--- src/rtl/ioc_bus_pkg.sv ---
// Shared types and constants for the IOC-space bus fabric: FSM states,
// speed classes and the number of enable ticks each class waits for.
package ioc_bus_pkg;

    typedef enum logic [1:0] {
        ST_IDLE = 2'd0,
        ST_WAIT = 2'd1,
        ST_ACK  = 2'd2,
        ST_ERR  = 2'd3
    } ioc_state_e;

    localparam logic [1:0] SPD_SLOW = 2'd0;
    localparam logic [1:0] SPD_MED  = 2'd1;
    localparam logic [1:0] SPD_FAST = 2'd2;
    localparam logic [1:0] SPD_SYNC = 2'd3;

    localparam int TICK_W = 3;

    localparam logic [31:0] IOC_DEFAULT_DAT = 32'hFFFF_FFFF;

    function automatic logic [TICK_W-1:0] spd_ticks(input logic [1:0] spd);
        case (spd)
            SPD_SLOW: return 3'd2;
            SPD_MED:  return 3'd4;
            SPD_FAST: return 3'd2;
            default:  return 3'd1;
        endcase
    endfunction

endpackage

--- src/rtl/ioc_speed_timer.sv ---
// Counts speed-class enable ticks while the fabric waits on a fabric-acked
// slave; done_o fires in the WAIT cycle that carries the final tick.
module ioc_speed_timer
    import ioc_bus_pkg::*;
(
    input  logic       clk,
    input  logic       rst_n,
    input  logic       run_i,
    input  logic [1:0] speed_i,
    input  logic       clk2m_en_i,
    input  logic       clk8m_en_i,
    output logic       done_o
);

    logic [TICK_W-1:0] cnt_q;
    logic [TICK_W-1:0] cnt_d;
    logic              tick;

    always_comb begin
        tick = 1'b0;
        case (speed_i)
            SPD_SLOW:          tick = clk2m_en_i;
            SPD_MED, SPD_FAST: tick = clk8m_en_i;
            default:           tick = 1'b1;
        endcase
    end

    assign done_o = run_i && tick && (cnt_q == spd_ticks(speed_i) - TICK_W'(1));

    // Outside WAIT the count is held at zero, so enables seen in IDLE never count.
    always_comb begin
        cnt_d = '0;
        if (run_i && !done_o) begin
            cnt_d = cnt_q + TICK_W'(tick);
        end
    end

    always_ff @(posedge clk) begin
        if (!rst_n) begin
            cnt_q <= '0;
        end else begin
            cnt_q <= cnt_d;
        end
    end

endmodule

--- src/rtl/ioc_bus_fabric.sv ---
// Registered transaction engine between the CPU wishbone port and the IOC
// slaves: per-slave native or speed-timed ack, timeout error, default data.
module ioc_bus_fabric
    import ioc_bus_pkg::*;
#(
    parameter int                       N_SLAVES       = 8,
    parameter int                       DW             = 32,
    parameter logic [N_SLAVES-1:0]      SLV_NATIVE_ACK = '0,
    parameter logic [N_SLAVES*DW-1:0]   SLV_DMASK      = {N_SLAVES{{DW{1'b1}}}},
    parameter int                       TIMEOUT        = 255,
    parameter logic [DW-1:0]            DEFAULT_DAT    = DW'(IOC_DEFAULT_DAT),
    parameter int                       SW             = $clog2(N_SLAVES)
) (
    input  logic                   clkcpu,
    input  logic                   rst_n,
    input  logic                   clk2m_en,
    input  logic                   clk8m_en,
    input  logic                   m_cyc,
    input  logic                   m_stb,
    input  logic                   m_we,
    input  logic [1:0]             m_speed,
    input  logic                   m_hit,
    input  logic [SW-1:0]          m_idx,
    input  logic [DW-1:0]          m_dat_i,
    output logic [DW-1:0]          m_dat_o,
    output logic                   m_ack,
    output logic                   m_err,
    output logic [N_SLAVES-1:0]    s_cyc,
    output logic [N_SLAVES-1:0]    s_stb,
    output logic [N_SLAVES-1:0]    s_we,
    output logic [DW-1:0]          s_dat_o,
    input  logic [N_SLAVES*DW-1:0] s_dat_i,
    input  logic [N_SLAVES-1:0]    s_ack
);

    localparam int NV   = 2 ** SW;
    localparam int TO_W = $clog2(TIMEOUT + 1);

    ioc_state_e     state_q, state_d;
    logic [SW-1:0]  idx_q, idx_d;
    logic           hit_q, hit_d;
    logic           we_q, we_d;
    logic [1:0]     spd_q, spd_d;
    logic [DW-1:0]  dat_q, dat_d;
    logic [TO_W-1:0] to_cnt_q, to_cnt_d;
    logic           ack_q, err_q;

    // Index-space views padded to 2**SW so out-of-range indices decode safely.
    logic [NV-1:0]  idx_ok;
    logic [NV-1:0]  native_vec;
    logic [NV-1:0]  ack_vec;
    logic [DW-1:0]  rd_vec [NV];

    for (genvar gi = 0; gi < NV; gi++) begin : g_idx
        if (gi < N_SLAVES) begin : g_on
            assign idx_ok[gi]     = 1'b1;
            assign native_vec[gi] = SLV_NATIVE_ACK[gi];
            assign ack_vec[gi]    = s_ack[gi];
            assign rd_vec[gi]     = s_dat_i[gi*DW +: DW] & SLV_DMASK[gi*DW +: DW];
        end else begin : g_off
            assign idx_ok[gi]     = 1'b0;
            assign native_vec[gi] = 1'b0;
            assign ack_vec[gi]    = 1'b0;
            assign rd_vec[gi]     = DEFAULT_DAT;
        end
    end

    logic in_wait;
    logic native;
    logic tmr_done;
    logic fin_ack;
    logic timeout;

    assign in_wait = (state_q == ST_WAIT);
    assign native  = hit_q && native_vec[idx_q];
    assign timeout = native && (to_cnt_q == TO_W'(TIMEOUT - 1));
    assign fin_ack = native ? ack_vec[idx_q] : tmr_done;

    ioc_speed_timer u_timer (
        .clk        (clkcpu),
        .rst_n      (rst_n),
        .run_i      (in_wait && !native),
        .speed_i    (spd_q),
        .clk2m_en_i (clk2m_en),
        .clk8m_en_i (clk8m_en),
        .done_o     (tmr_done)
    );

    always_comb begin
        state_d  = state_q;
        idx_d    = idx_q;
        hit_d    = hit_q;
        we_d     = we_q;
        spd_d    = spd_q;
        dat_d    = dat_q;
        to_cnt_d = in_wait ? to_cnt_q + TO_W'(1) : '0;
        case (state_q)
            ST_IDLE: begin
                if (m_cyc && m_stb) begin
                    idx_d   = m_idx;
                    hit_d   = m_hit && idx_ok[m_idx];
                    we_d    = m_we;
                    spd_d   = m_speed;
                    state_d = ST_WAIT;
                end
            end
            ST_WAIT: begin
                // A master abort beats everything; an ack beats a same-cycle timeout.
                if (!m_cyc) begin
                    state_d = ST_IDLE;
                end else if (fin_ack) begin
                    dat_d   = hit_q ? rd_vec[idx_q] : DEFAULT_DAT;
                    state_d = ST_ACK;
                end else if (timeout) begin
                    dat_d   = DEFAULT_DAT;
                    state_d = ST_ERR;
                end
            end
            default: state_d = ST_IDLE;
        endcase
    end

    always_ff @(posedge clkcpu) begin
        if (!rst_n) begin
            state_q  <= ST_IDLE;
            idx_q    <= '0;
            hit_q    <= 1'b0;
            we_q     <= 1'b0;
            spd_q    <= '0;
            dat_q    <= '0;
            to_cnt_q <= '0;
            ack_q    <= 1'b0;
            err_q    <= 1'b0;
        end else begin
            state_q  <= state_d;
            idx_q    <= idx_d;
            hit_q    <= hit_d;
            we_q     <= we_d;
            spd_q    <= spd_d;
            dat_q    <= dat_d;
            to_cnt_q <= to_cnt_d;
            ack_q    <= (state_d == ST_ACK);
            err_q    <= (state_d == ST_ERR);
        end
    end

    for (genvar gi = 0; gi < N_SLAVES; gi++) begin : g_sel
        logic sel;
        assign sel       = in_wait && hit_q && (idx_q == SW'(gi));
        assign s_cyc[gi] = sel;
        assign s_stb[gi] = sel;
        assign s_we[gi]  = sel && we_q;
    end

    assign m_ack   = ack_q;
    assign m_err   = err_q;
    assign m_dat_o = dat_q;
    assign s_dat_o = m_dat_i;

endmodule

--- config.mk ---
export PLATFORM = sky130hd
export DESIGN_NAME = ioc_bus_fabric
export DESIGN_NICKNAME = d
export VERILOG_FILES = /design/src/rtl/ioc_bus_pkg.sv /design/src/rtl/ioc_speed_timer.sv /design/src/rtl/ioc_bus_fabric.sv
export SDC_FILE = /design/constraint.sdc
export NUM_CORES = 1
export LEC_CHECK = 0
export BUFFER_PORTS_ARGS = -buffer_cell sky130_fd_sc_hd__buf_4
export CORE_AREA = 2 2 153 155
export DETAILED_ROUTE_END_ITERATION = 10
export DIE_AREA = 0 0 155 157
export SYNTH_ARGS = -nofsm -noshare
export SYNTH_HDL_FRONTEND = slang
export SYNTH_SLANG_ARGS = --single-unit
--- constraint.sdc ---
create_clock -name clkcpu -period 4.9 [get_ports clkcpu]
set_input_delay 0.49 -clock clkcpu [delete_from_list [all_inputs] [get_ports clkcpu]]
set_output_delay 0.49 -clock clkcpu [all_outputs]
set_load 0.005 [all_outputs]
-- Yosys cells after proc, flatten, opt, wreduce, memory -nomap -nowiden
Memory sizes are Yosys's and may differ from the RTL's. A register that Yosys moved wholly into a read port is not among the register bits.
Index checks and enable logic that the tools add are counted.
- register bits after elaboration: 54
- bits in latches: 0
- memory bits (writable): 0
- memory bits (read-only): 16
- bits of input ports: 309
- output and inout port bits: 90
- logic and storage cells: 90
- memories: 2
- memory list (name ; words ; width ; rd ports ; clocked after memory_dff ; write ports ; RTL line ; text):
    (no name shown) ; 8 ; 1 ; 1 ; 0 ; 0 ; ioc_bus_fabric.sv:101 ; hit_d = m_hit && idx_ok[m_idx];
    (no name shown) ; 8 ; 1 ; 1 ; 1 ; 0 ; ioc_bus_fabric.sv:75 ; assign native = hit_q && native_vec[idx_q];
- add/sub/neg operators: 3
- multipliers: 0
- div/mod/pow operators: 0
- $lt $le $gt $ge: 3
- equality and inequality tests: 14
- shift-type cells: 0
- multiplexer cells: 20
- bitwise logic cells: 1
- reduce and logical (&&, ||, !) cells: 37
- operator list (operator ; count):
    $mux W32 ; 5
    $bmux W32 S3 ; 1
    $logic_and A1 B1 Y1 ; 25
    $eq A3 B3 Y1 const B ; 4
    $add A8 B1 Y8 const B ; 1
    $eq A8 B8 Y1 const B ; 1
    $lt A3 B4 Y1 const B ; 2
    $mux W2 ; 4
    $eq A2 B2 Y1 const B ; 3
    $eq A3 B2 Y1 const B ; 2
    $mux W3 ; 2
    $pmux W3 S2 ; 1
    $reduce_and A2 Y1 ; 3
    $eq A2 B1 Y1 const B ; 2
    $ge A4 B4 Y1 const B ; 1
    $logic_not A2 Y1 ; 2
    $mux W1 ; 4
    $not A3 Y4 ; 1
    $pmux W2 S2 ; 1
    $reduce_or A2 Y1 ; 2
    $add A3 B1 Y3 ; 1
    $bmux W1 S3 ; 1
    $eq A3 B1 Y1 const B ; 1
    $eq A3 B3 Y1 ; 1
    other kinds (6) ; 7

-- Logic depth before layout (Yosys ltp)
- depth after elaboration: 12
- mapped depth: 8
- gate-level depth less buffers: 7

-- Cells and area by module
From an unflattened synthesis, not the netlist that was laid out.
- cell total of the unflattened synthesis: 397
- area total of the unflattened synthesis: 4116.4 µm²
- by module, submodules not included (module ; instances ; cells an instance ; area an instance (µm²) ; sequential area each (µm²)):
    ioc_bus_fabric ; 1 ; 372 ; 3854.9 ; 860.8
    ioc_speed_timer ; 1 ; 25 ; 261.5 ; 60.1

-- Worst setup path before layout
OpenSTA, ideal clock, no wires.
- kind: reg-to-reg
- from: register spd_q[0]
- to: register dat_q[10], in the netlist m_dat_o[10]
- setup time: 0.075 ns
- data arrival time: 1.773 ns
- required time: 4.825 ns
- setup slack: 3.052 ns
- cell stages (with the launch flop): 9
- buffers on the path: 2
- period minus slack after synthesis: 1.848 ns
- path through: dfxtp_1 -> inv_1 -> ha_1 -> a221o_1 -> and4_4 -> and4_4 -> buf_6 -> buf_12 -> a22oi_2
- cells in the longest elaborated chain, start to end: 9
- elaborated cells between the ends (all ways): 15
- those cells by class: add/sub (1); eq/ne (3); mux (4); reduce/logical (7)
- ends and longest elaborated chain (element ; RTL line ; text):
    start, declared ; ioc_bus_fabric.sv:43 ; logic [1:0] spd_q, spd_d;
    start signal, assigned ; ioc_bus_fabric.sv:139 ; spd_q <= spd_d;
    $eq A2 B2 Y1 or $logic_not A2 Y1 (tied branches) ; ioc_bus_pkg.sv:22, ioc_speed_timer.sv:21 ;
    $reduce_or A2 Y1 (no source line) ; - ;
    $pmux W3 S2 ; ioc_bus_pkg.sv:22 ; case (spd)
    $sub A3 B1 Y3 ; ioc_speed_timer.sv:28 ; assign done_o = run_i && tick && (cnt_q == spd_ticks(speed_i) - TICK_W'(1));
    $eq A3 B3 Y1 ; ioc_speed_timer.sv:28 ;
    $logic_and A1 B1 Y1 * ; ioc_speed_timer.sv:28 ;
    $mux W1 * ; ioc_bus_fabric.sv:77 ; assign fin_ack = native ? ack_vec[idx_q] : tmr_done;
    $reduce_bool A2 Y1 (no source line) ; - ;
    $reduce_and A3 Y1 (no source line) ; - ;
    end signal, assigned ; ioc_bus_fabric.sv:140 ; dat_q <= dat_d;
    end, declared ; ioc_bus_fabric.sv:44 ; logic [DW-1:0] dat_q, dat_d;
Every way passes the cells marked *; elsewhere a longest branch is shown, timed or not.
A chain may end at the register's enable or synchronous reset.

-- Final worst setup path
- from: register idx_q[0]
- to: register dat_q[29], in the netlist m_dat_o[29]
- cells in the longest elaborated chain, start to end: 6
- elaborated cells between the ends (all ways): 11
- those cells by class: mux (8); bitwise (1); reduce/logical (2)
- ends and longest elaborated chain (element ; RTL line ; text):
    start, declared ; ioc_bus_fabric.sv:40 ; logic [SW-1:0] idx_q, idx_d;
    start signal, assigned ; ioc_bus_fabric.sv:136 ; idx_q <= idx_d;
    $not A3 Y4 (not written as such) ; ioc_bus_fabric.sv:112 ; dat_d = hit_q ? rd_vec[idx_q] : DEFAULT_DAT;
    $bmux W32 S3 ; ioc_bus_fabric.sv:112 ;
    $mux W32 (not written as such) (2 in series) ; ioc_bus_fabric.sv:112 ;
    $mux W32 ; ioc_bus_fabric.sv:112 ;
    $mux W32 ; ioc_bus_fabric.sv:111 ; end else if (fin_ack) begin
Several ways; a longest one is shown, not always the timed one. The select of a mux whose other input is x is not followed.

==> tab_implementation.tex <==
\begin{tabular}{lr}
\hline
Metric & Value \\
\hline
\multicolumn{2}{l}{\textbf{Clocking}} \\
Max Buffers Root-to-Sink & 2 \\
Source-to-sink clock delay at the later pin of the worst-skew pair & 0.30 ns \\
Count of clock tree sinks & 46 \\
Clock tree from TritonCTS & yes \\
Number of buffers inserted by hold repair at cts & 0 \\
Number of gates resized after CTS & 0 \\
Number of buffers inserted during clock tree synthesis & 5 \\
Post-CTS setup buffer count & 0 \\
Clock-pin transition on the worst setup and hold timing paths & 0.07 ns \\
Clock root buffer & sky130\_fd\_sc\_hd\_\_clkbuf\_16 \\
CTS HTree Levels & 2 \\
\multicolumn{2}{l}{\textbf{Setup path}} \\
CP Capture Type & flop \\
Largest delay share family, worst path & multiplexers \\
CP Max Fanout & 37 \\
Critical path launch point type & flop \\
Critical path start-end classification & flop to flop \\
Slowest stage cell, crit path & sky130\_fd\_sc\_hd\_\_dfxtp\_4 \\
Required time of the worst setup path & approximately 5.1 ns \\
Largest stage delay on the critical path & just under 0.8 ns \\
Ordered cell list for the critical path & buf\_4 > mux4\_2 > mux2i\_1 > a22oi\_1 \\
Number of buffers and inverters on the critical path & 1 \\
Data arrival time of the critical path & 2.69 ns \\
\multicolumn{2}{l}{\textbf{Run}} \\
Max cap viols & 0 \\
\multicolumn{2}{l}{\textbf{Global route}} \\
Remaining Overflow, GRT & 0 \\
GRT Overall Usage & approximately 13\% \\
Number of global-route vias before repair & 4056 \\
Maximum number of pins on one net before global-route repair & 73 \\
Antenna violations before repair & 0 \\
Global-route wire length before repair & 23400 µm \\
\multicolumn{2}{l}{\textbf{Logic synthesis}} \\
Number of warnings printed during yosys synthesis & 0 \\
Synth cell types & 34 \\
Async SR Flop Fraction & 0\% \\
Post-synth EDFFs & 0 \\
Cells after synthesis & approximately 360 \\
Total nets after synthesis & 672 \\
Flops \& latches, synth & 46 \\
Average instance area after synthesis & around 12 µm² \\
Area of the mapped netlist & roughly 4300 µm² \\
Sequential cell area fraction in the yosys report & between 20\% and 30\% \\
Most instantiated flip-flop cell in the synthesis netlist & sky130\_fd\_sc\_hd\_\_dfxtp\_1 \\
\multicolumn{2}{l}{\textbf{Floorplan}} \\
Initial Util & about a fifth \\
Overall die width & approximately 160 µm \\
Floorplan die area & between 20000 and 25000 µm² \\
Total I/O pin count & between 300 and 400 \\
Chip Height & around 160 µm \\
Cell Rows & 55 \\
Core footprint & roughly 23000 µm² \\
\multicolumn{2}{l}{\textbf{Final layout}} \\
Final Core Density & roughly 30\% \\
Number of inserted diodes & 0 \\
Multi-input logic area & between 2000 and 3000 µm² \\
Number of nets in the layout & between 900 and 1000 \\
Share of cells above drive strength 1 & between 70\% and 80\% \\
Layout filler cell count & around 2300 \\
Total area of sequential cells & $\sim$930 µm² \\
Synthesis-to-layout area growth & 57.6\% \\
\multicolumn{2}{l}{\textbf{Min path}} \\
Worst hold-check path type & input port to flop \\
\multicolumn{2}{l}{\textbf{Place}} \\
Quantity of I/O buffers inserted on ports & about 330 \\
Post-DP HPWL & 13200 µm \\
Final estimated routing congestion in global placement & $\sim$0.76 \\
\multicolumn{2}{l}{\textbf{Timing}} \\
Tcrit/Tclk final & around 52\% \\
Final critical path time including I/O delays and setup & between 2 and 3 ns \\
Relative slew margins & 35.2\% \\
Count of endpoints failing hold in the final timing report & 0 \\
Slew Viols, Final & 0 \\
Clock Skews & 0.00639 ns \\
Setup Viol. Count Final & 0 \\
Measured slew at the worst slew-check pin & roughly 1 ns \\
Unrepaired setup endpoints after global routing & false \\
Total negative setup slack & 0 ns \\
Hold slack & roughly 0.45 ns \\
Fmax & between 0.3 and 0.4 GHz \\
\multicolumn{2}{l}{\textbf{Status}} \\
Result of the run & complete, no violations \\
\multicolumn{2}{l}{\textbf{Route}} \\
Drt wl/cell & between 15 and 20 µm \\
Detailed-route via count & about 4000 \\
Post-detailed-route via-to-cell ratio & about 4.4 \\
Number of DRC violations after detailed routing & 0 \\
Final wirelength & roughly 16000 µm \\
Post-route antenna net violation count & 0 \\
Detailed Route Iter0 Violations & around 130 \\
Number of iterations in the first detailed-routing pass & 4 \\
\multicolumn{2}{l}{\textbf{Power and ir drop}} \\
Areal power density over the cells & between 150 and 200 nW/µm² \\
Leakage power figure & about 3.0 nW \\
Total power & 1.14 mW \\
Worst VDD drop & between 0.09 and 0.1 mV \\
\hline
\end{tabular}
## per-stage QoR
| stage | cell area (µm²) | setup slack (ns) | instances |
|---|---|---|---|
| 3_5_place_dp | 6540 | 2.30 | 892 |
| 2_1_floorplan | 4250 | 3.05 | 356 |
| 6_report | 6700 | 2.36 | 900 |
| 3_3_place_gp | 6540 | 2.33 | 892 |
| 5_1_grt | 6700 | 2.16 | 900 |
| 4_1_cts | 6700 | 2.29 | 900 |
## cell families (layout without fill, tap and decap cells)
logic type / count (synthesis) / in the layout / share of synthesized area (%)
adder cells (fa/ha/maj): 7 / 7 / 2.06
AO/OA/AOI/OAI: 36 / 36 / 9.83
flip-flops: 46 / 46 / 21.7
AND/OR/NAND/NOR: 77 / 77 / 8.86
XOR/XNOR: 4 / 4 / 1.15
multiplexers: 101 / 101 / 42.6
other: 1 / 1 / 0.0882
buffers and inverters: 84 / 343 / 13.8
## final timing paths
path                                    end  slack (ns)  depth (start not counted)   startpoint
worst max register to register  m_dat_o[29]        2.36                          4     idx_q[0]
worst min-delay path                   we_q        0.45                          3         m_we
worst min register to register  m_dat_o[30]        0.46                          2  m_dat_o[30]
worst max-delay path            m_dat_o[29]        2.36                          4     idx_q[0]
## report_power, final
part           internal (mW)  switching (mW)  leakage, nW
Sequential             0.378          0.0235        0.374
Clock                  0.239           0.163       0.0836
Combinational          0.237          0.0966         2.50
## cell usage after synthesis (2+ instances only)
cell                       number  area, µm²
sky130_fd_sc_hd__and4_4         2       22.5
sky130_fd_sc_hd__a22oi_2       30        375
sky130_fd_sc_hd__nand2_1       34        128
sky130_fd_sc_hd__a21oi_1        2       10.0
sky130_fd_sc_hd__inv_1          4       15.0
sky130_fd_sc_hd__buf_2          9       45.0
sky130_fd_sc_hd__buf_4         54        405
sky130_fd_sc_hd__nor2_1        15       56.3
sky130_fd_sc_hd__buf_12         3       60.1
sky130_fd_sc_hd__mux2i_1       37        370
sky130_fd_sc_hd__dfxtp_1       46        921
sky130_fd_sc_hd__and2_1         4       25.0
sky130_fd_sc_hd__ha_1           7       87.6
sky130_fd_sc_hd__a22oi_1        2       15.0
sky130_fd_sc_hd__xor2_1         2       17.5
sky130_fd_sc_hd__nor2b_1        9       56.3
sky130_fd_sc_hd__nand2b_1       2       12.5
sky130_fd_sc_hd__mux4_2        64       1440
sky130_fd_sc_hd__clkbuf_1      12       45.0
sky130_fd_sc_hd__nor3_1         4       20.0
## area by class of cell
type,count,area share (%)
clock buffers,5,1.87
clock inverters,3,0.597
inverters,4,0.224
multi-input cells,226,41.1
flip-flops and latches,46,13.9
well taps,285,5.32
repair buffers,331,37.1
## tightest hold or removal path, delay by kind of cell
family | cells | cell delay [ns]
buffers and inverters | 1 | 0.08
and+or+nand+nor | 1 | 0.09
muxes | 1 | 0.05
## flip-flops by register name, summed over array words and instances (netlist names)
name and flops:
m_ack 1, idx_q 3, hit_q 1, m_err 1
we_q 1, state_q 2, m_dat_o 32, u_timer.cnt_q 3
spd_q 2
## cell usage in the layout, fill, tap and decap left out, drive strengths merged
cell type  instances
a221o              1
nor3               4
nand2             34
a21oi              2
and4               2
ha                 7
mux2i             37
and2b              1
nand4b             1
nor2              15
and2               4
a22oi             32
clkinv             2
xnor3              1
bufinv             1
nand4              1
conb               1
clkbuf             5
nand3b             1
mux4              64
nand3              2
nor4bb             1
xnor2              1
a211oi             1
inv                4
buf              331
nor2b              9
nand2b             2
xor2               2
dfxtp             46
## routing by layer
metal	track usage [%]	share of wire, %
met5	0	0
met4	3.35	1.3
met3	3.72	8.0
met2	22.7	52
met1	15.4	39
No activity file was read; power rests on OpenSTA's default activity.
